[src/rtl/timer_controller.sv]
// -----------------------------------------------------------------------------
// timer_controller
//
// Two-digit BCD countdown timer with a load/run/pause/done control FSM.
// A prescaler divides clk by TICK_DIV. Each prescaler wrap decrements the
// count by one BCD step and raises a one-cycle tick. Reaching 00 parks the
// FSM in DONE until the next load.
//
// Parameters
//   TICK_DIV       clk cycles per count tick (>= 2)
//   PRESET_DEFAULT BCD {tens,units} loaded at reset (digits > 9 clamp to 9)
//
// Ports
//   clk      in   system clock, rising edge
//   reset    in   asynchronous active-low reset
//   load     in   load preset (IDLE/PAUSE/DONE only), highest priority
//   start    in   start/resume counting (count != 00), lowest priority
//   stop     in   pause counting (RUN only)
//   preset   in   BCD preset, tens in [7:4], units in [3:0]
//   units    out  BCD units digit of the current count
//   tens     out  BCD tens digit of the current count
//   running  out  high while in RUN
//   tick     out  one-cycle pulse per count decrement
//   done     out  high while in DONE
// -----------------------------------------------------------------------------
module timer_controller #(
    parameter int unsigned TICK_DIV       = 10000000,
    parameter logic [7:0]  PRESET_DEFAULT = 8'h00
) (
    input  logic       clk,
    input  logic       reset,
    input  logic       load,
    input  logic       start,
    input  logic       stop,
    input  logic [7:0] preset,
    output logic [3:0] units,
    output logic [3:0] tens,
    output logic       running,
    output logic       tick,
    output logic       done
);

    localparam int unsigned PW = $clog2(TICK_DIV);

    localparam logic [PW-1:0] PRESC_MAX = PW'(TICK_DIV - 1);

    function automatic logic [3:0] clamp_digit(input logic [3:0] d);
        return (d > 4'd9) ? 4'd9 : d;
    endfunction

    localparam logic [3:0] RST_TENS  = clamp_digit(PRESET_DEFAULT[7:4]);
    localparam logic [3:0] RST_UNITS = clamp_digit(PRESET_DEFAULT[3:0]);

    typedef enum logic [1:0] {
        StIdle  = 2'd0,
        StRun   = 2'd1,
        StPause = 2'd2,
        StDone  = 2'd3
    } state_e;

    state_e        state_q, state_d;
    logic [PW-1:0] presc_q, presc_d;
    logic [3:0]    units_q, units_d;
    logic [3:0]    tens_q, tens_d;
    logic          tick_q, tick_d;
    logic          running_q, done_q;

    logic count_nz;
    logic last_step;

    assign count_nz  = (tens_q != 4'd0) || (units_q != 4'd0);
    // Decrement from 01 is the one that lands on 00.
    assign last_step = (tens_q == 4'd0) && (units_q == 4'd1);

    always_comb begin
        state_d = state_q;
        presc_d = presc_q;
        units_d = units_q;
        tens_d  = tens_q;
        tick_d  = 1'b0;

        unique case (state_q)
            StIdle: begin
                presc_d = '0;
                if (load) begin
                    tens_d  = clamp_digit(preset[7:4]);
                    units_d = clamp_digit(preset[3:0]);
                end else if (!stop && start && count_nz) begin
                    state_d = StRun;
                end
            end

            StPause: begin
                if (load) begin
                    tens_d  = clamp_digit(preset[7:4]);
                    units_d = clamp_digit(preset[3:0]);
                    presc_d = '0;
                    state_d = StIdle;
                end else if (!stop && start && count_nz) begin
                    // Prescaler is kept so the paused fraction of a tick is honoured.
                    state_d = StRun;
                end
            end

            StRun: begin
                if (load || stop) begin
                    // Load is ignored in RUN but still masks lower requests and the tick.
                    if (!load) begin
                        state_d = StPause;
                    end
                end else if (presc_q == PRESC_MAX) begin
                    presc_d = '0;
                    tick_d  = 1'b1;
                    if (units_q == 4'd0) begin
                        units_d = 4'd9;
                        tens_d  = tens_q - 4'd1;
                    end else begin
                        units_d = units_q - 4'd1;
                    end
                    if (last_step) begin
                        state_d = StDone;
                    end
                end else begin
                    presc_d = presc_q + PW'(1);
                end
            end

            StDone: begin
                presc_d = '0;
                if (load) begin
                    tens_d  = clamp_digit(preset[7:4]);
                    units_d = clamp_digit(preset[3:0]);
                    state_d = StIdle;
                end
            end
        endcase
    end

    always_ff @(posedge clk or negedge reset) begin
        if (!reset) begin
            state_q   <= StIdle;
            presc_q   <= '0;
            tens_q    <= RST_TENS;
            units_q   <= RST_UNITS;
            tick_q    <= 1'b0;
            running_q <= 1'b0;
            done_q    <= 1'b0;
        end else begin
            state_q   <= state_d;
            presc_q   <= presc_d;
            tens_q    <= tens_d;
            units_q   <= units_d;
            tick_q    <= tick_d;
            running_q <= (state_d == StRun);
            done_q    <= (state_d == StDone);
        end
    end

    assign units   = units_q;
    assign tens    = tens_q;
    assign tick    = tick_q;
    assign running = running_q;
    assign done    = done_q;

endmodule

[config.mk]
export PLATFORM = sky130hd
export DESIGN_NAME = timer_controller
export DESIGN_NICKNAME = d
export VERILOG_FILES = /design/src/rtl/timer_controller.sv
export SDC_FILE = /design/constraint.sdc
export NUM_CORES = 1
export LEC_CHECK = 0
export CAP_MARGIN = 20
export CELL_PAD_IN_SITES_DETAIL_PLACEMENT = 1
export CELL_PAD_IN_SITES_GLOBAL_PLACEMENT = 1
export CORE_ASPECT_RATIO = 0.8
export CORE_MARGIN = 5
export CORE_UTILIZATION = 45
export CTS_BUF_LIST = sky130_fd_sc_hd__clkbuf_4
export CTS_CLUSTER_SIZE = 14
export DETAILED_ROUTE_END_ITERATION = 8
export PLACE_DENSITY = 0.86
export RECOVER_POWER = 100
export SETUP_SLACK_MARGIN = 0.3
export SYNTH_ARGS = -nofsm -noshare
export SYNTH_HDL_FRONTEND = slang
export SYNTH_SLANG_ARGS = --single-unit
export TNS_END_PERCENT = 100
[constraint.sdc]
create_clock -name clk -period 2.2 [get_ports clk]
set_input_delay 0.22 -clock clk [delete_from_list [all_inputs] [get_ports clk]]
set_output_delay 0.22 -clock clk [all_outputs]
set_load 0.02 [all_outputs]
* After elaboration in Yosys (flattened, before gate mapping)
Index checks and enable logic that the tools add are counted.
Operators by class: multipliers 0, add/sub/neg operators 3, reductions and logical operators 16, bitwise logic cells 0, div/mod/pow operators 0, multiplexer cells 28, $lt $le $gt $ge 2, shifts and indexed selects 0, equal/unequal tests 12
Operator list (count):
- 2-to-1 mux 24 bit | 3
- case mux 24 bit (3 select lines) | 1
- 2-to-1 mux 4 bit | 10
- adder 24 x 1 -> 24 bit, second input constant | 1
- == test 24 bit, second input constant | 1
- 2-to-1 mux 2 bit | 8
- case mux 4 bit (2 select lines) | 2
- > comparator 4 bit, second input constant | 2
- zero test 4 bit | 2
- inequality test 2 bit, second input constant | 4
- case mux 2 bit (4 select lines) | 1
- nonzero test 4 bit | 2
- subtractor 4 x 1 -> 4 bit, second input constant | 2
- == test 2 bit, second input constant | 3
- == test 2 x 1 -> 1 bit, second input constant | 2
- == test 4 x 1 -> 1 bit, second input constant | 1
- AND reduction 4 bit | 1
- logical AND 1 bit | 3
- 2-to-1 mux 1 bit | 3
- AND reduction 3 bit | 1
- OR reduction 3 bit | 1
- zero test 2 bit | 1
- logical OR 1 bit | 2
- inequality test 2 x 1 -> 1 bit, second input constant | 1
- other kinds (3) | 3
Storage, ports and cells: memory bits (writable) 0, register bits after elaboration 37, word-level logic and storage cells 68, memories kept 0, bits in latches 0, bits in read-only memories 0, output and inout bits 11

* Depth between registers and ports, before layout
word-level depth 7, gate-level depth with buffers 7, gate-level depth less buffers 7

* Least setup slack after synthesis
Ideal clock, no wire load.
kind reg-to-reg, start point register tens_q[0], in the netlist tens[0], end point register running_q, in the netlist running, arrival 1.930 ns, buffers on the path 0, period minus slack after synthesis 2.070 ns, cell stages (with the launch flop) 8, path slack 0.130 ns, cell sequence dfrtp_1 inv_1 ha_1 or4b_2 nor4b_1 nand3_1 a21oi_1 o22ai_1
Between the ends: word-level cells in the longest chain between the ends 7
RTL lines:
- start, declared | line 64 | logic [3:0] tens_q, tens_d;
- start signal, assigned | line 151 | tens_q <= tens_d;
- zero test 4 bit or nonzero test 4 bit (tied branches) | line 73, 71
- logical AND 1 bit or logical OR 1 bit (tied branches) | line 73, 71
- 2-to-1 mux 2 bit or logical AND 1 bit (tied branches) | line 120, 88, 99
- 2-to-1 mux 2 bit (on tied branches) | line 111, 88, 99
- 2-to-1 mux 2 bit (on tied branches) | line 106, 85, 94
- case mux 2 bit (4 select lines) * | line 82 | unique case (state_q)
- == test 2 x 1 -> 1 bit * | line 154 | running_q <= (state_d == StRun);
- end signal, assigned | line 154
- end, declared | line 66 | logic running_q, done_q;
Mark *: on every way between the ends. The rest lies on a longest branch, timed or not. A chain may end at the register's enable or synchronous reset.

* Worst setup path in the final report
start point register presc_q[7], end point register presc_q[11]
Between the ends: word-level cells in the longest chain between the ends 4
RTL lines:
- start, declared | line 62 | logic [PW-1:0] presc_q, presc_d;
- start signal, assigned | line 150 | presc_q <= presc_d;
- adder 24 x 1 -> 24 bit or == test 24 bit (tied branches) | line 124, 111
- 2-to-1 mux 24 bit * | line 111 | end else if (presc_q == PRESC_MAX) begin
- 2-to-1 mux 24 bit * | line 106 | if (load || stop) begin
- case mux 24 bit (3 select lines) * | line 82
Mark *: on every way between the ends. The rest lies on a longest branch, timed or not. The select of a mux whose other input is x is not followed.

==> qor.csv <==
metric;value;unit
status;finished, final reports clean;
worstPathRequired;2.41;ns
cts_buffers;5;
tightestPinTransition;0.993;ns
rows;23;
endpoint_kind;flop;
drt-total-wl;10.4;mm
power;2040;uW
clock_skew;0.0262;ns
seq_area_frac_synth;41.1;%
crit_type;reg -> reg;
cts_sinks;37;
clock_tree.buffer_depth;2;
grt_usage;26.6;%
dp.final_hpwl;5.23;mm
grt_pass1_wl;13.2;mm
fmax;461;MHz
yosys_warnings;0;
period_needed;2.17;ns
viasPerCell;6.89;
place_congestion;0.784;
slowest_stage;nor4b_1;
mostFrequentLayoutCells;dfrtp_1 (34), buf_4 (30), nand2_1 (25), clkdlybuf4s50_1 (15);
syn_inst;255;
fp.dieH;73.3;um
setup_viol_count_final;0;
power_density;623;mW/mm^2
boundaryPins;24;
syn_nets;270;
grt_max_degree;38;
cts_tree;built;
vias;2654;
insertion_delay;0.36;ns
synth_ff_type;dfrtp_1;
syn_avg_cell_area;8.84;um^2
leakage;0.00135;uW
postPlaceCellArea;0.00264;mm^2
drtPass1Iterations;4;
slew_viol_final;0;
start_kind;flop;
fin_crit_sh;98.5;%
drcViolationCount;0;
ys_types;60;
grt_pass1_vias;2508;
num_antenna_cells;0;
ys_seq_elements;37;
grt_overflow_total;0;
initial_core_util;45.8;%
critical_path.cell_chain;nor4b_1 > buf_4 > and4bb_4 > a21oi_4 > buf_6 > o311ai_2 > o311ai_0;
die_w;89.1;um
reg2reg_depth;7;
syn-cell-area;0.00225;mm^2
post-place-cells;347;
finalSetupTns;0;ns
layout_commonest_cell;dfrtp_1;
nets;337;
final_cell_count_no_fill;385;
area_growth_syn_to_layout;45.3;%
hold_path.class;in -> async;
maxCapViolations;0;
n_fill_cell;546;
drt-initial-drc-count;200;
rsz0062_at_grt;yes;
hold_violations;0;
antenna_left;0;
synth_edf_count;0;
routedWlPerCell;27.0;um
crit_arrival;2.37;ns
drive_gt1_share;36.2;%
port_buffers;23;
cts_max_level;2;
floorplan.core_area;0.00492;mm^2
final_area;0.00327;mm^2
clockRootBuffer;clkbuf_4;
dieArea;0.00653;mm^2
path_clk_slew;0.13;ns
max_stage_delay;0.46;ns
peakVddDrop;0.511;mV
slew_headroom;33.8;%
antenna_found_initial;0;
async_reset_ff_share;100;%
cp_max_fo;7;
==> timing repair <==
| item | 4_1_cts | 5_1_grt |
|---|---|---|
| setup endpoints to repair | 34 | 34 |
| resized for setup | 31 | 61 |
| endpoints found under the hold margin | 25 | 0 |
| pin swaps | 21 | 24 |
| hold buffers | 1 | 0 |
| cloned | 1 | 0 |
| setup buffers | 11 | 17 |
==> logic make-up after synthesis <==
logic type | count (synthesis) | share of synthesized area, %
simple gates | 119 | 29.6
compound gates | 70 | 20.5
flops | 37 | 41.1
buf+inv | 20 | 4.83
xor+xnor | 5 | 1.94
mux | 2 | 0.888
fa+ha+maj | 2 | 1.11
==> metal layers <==
| metal | vias to the layer above | GRT usage [%] | share of wire [%] |
|---|---|---|---|
| li1 | 1102 | - | - |
| met1 | 1344 | 35.7 | 39 |
| met2 | 158 | 41.7 | 49 |
| met3 | 50 | 5.49 | 7.2 |
| met4 | 0 | 11.4 | 4.3 |
| met5 | - | 0 | 0 |
==> cells in the mapped netlist (all sizes together), types with 3 or more instances <==
master | n | area, um^2
and3 | 5 | 32.5
o211ai | 6 | 45.0
buf | 3 | 20.0
o21a | 3 | 22.5
or3 | 4 | 25.0
nand3 | 17 | 85.1
nand3b | 3 | 22.5
clkbuf | 4 | 35.0
a31oi | 7 | 43.8
inv | 12 | 45.0
o22ai | 3 | 18.8
nor4b | 5 | 43.8
nand2 | 29 | 109
nor2 | 18 | 67.6
nor3 | 6 | 35.0
a21oi | 15 | 86.3
o21ai | 20 | 100
xor2 | 5 | 43.8
or4b | 3 | 30.0
nor4 | 3 | 25.0
or4 | 5 | 37.5
nand4 | 7 | 43.8
o311ai | 3 | 26.3
dfrtp | 37 | 926
==> final cells by class <==
class                   count  area [um^2]  area share, %
clock inverters             1         3.75          0.115
multi-input cells         198         1540           47.1
flip-flops and latches     37          930           28.4
repair buffers             68          621           19.0
clock buffers               7         52.6           1.60
inverters                  12         47.5           1.45
well taps                  62         77.6           2.37
==> critical path, delay by kind of cell, from the launching register on <==
kind,cells,cell delay (ns)
AO/OA/AOI/OAI,3,0.42
flip-flops,1,0.45
AND/OR/NAND/NOR,2,0.77
buffers and inverters,2,0.39
==> worst paths after layout <==
kind,startpoint,end,slack (ns)
max in group asynchronous,reset,state_q[1]$_DFF_PN0_,0.98
hold reg to reg,presc_q[6]$_DFFE_PN0P_,presc_q[6]$_DFFE_PN0P_,0.57
setup / recovery,presc_q[7]$_DFFE_PN0P_,presc_q[11]$_DFFE_PN0P_,0.03
hold / removal,reset,presc_q[16]$_DFFE_PN0P_,0.53
setup reg to reg,presc_q[7]$_DFFE_PN0P_,presc_q[11]$_DFFE_PN0P_,0.03
min in group clk,preset[7],tens[3]$_DFFE_PN0P_,0.55
==> power by group <==
group          switching [uW]  leakage, uW  total, uW  internal, uW
Combinational             449     0.000819        805           357
Clock                     245    0.0000338        392           148
Sequential                104     0.000496        842           737
==> through the flow <==
stage                     worst slack [ns]  utilization, %  hold slack [ns]
after floorplan                      0.302               -          -0.0756
after global placement               0.123            53.6            0.374
after detailed placement            0.0812            53.6            0.379
after CTS                            0.210            59.4            0.521
after global routing                0.0365            66.5            0.572
final                               0.0325            66.5            0.535
==> state kept, by name, summed over array words and instances, names as in the netlist <==
signal	cells
running	1
tick	1
done	1
state_q	2
units	4
presc_q	24
tens	4
Note: power is estimated with default switching activity, not from simulation.
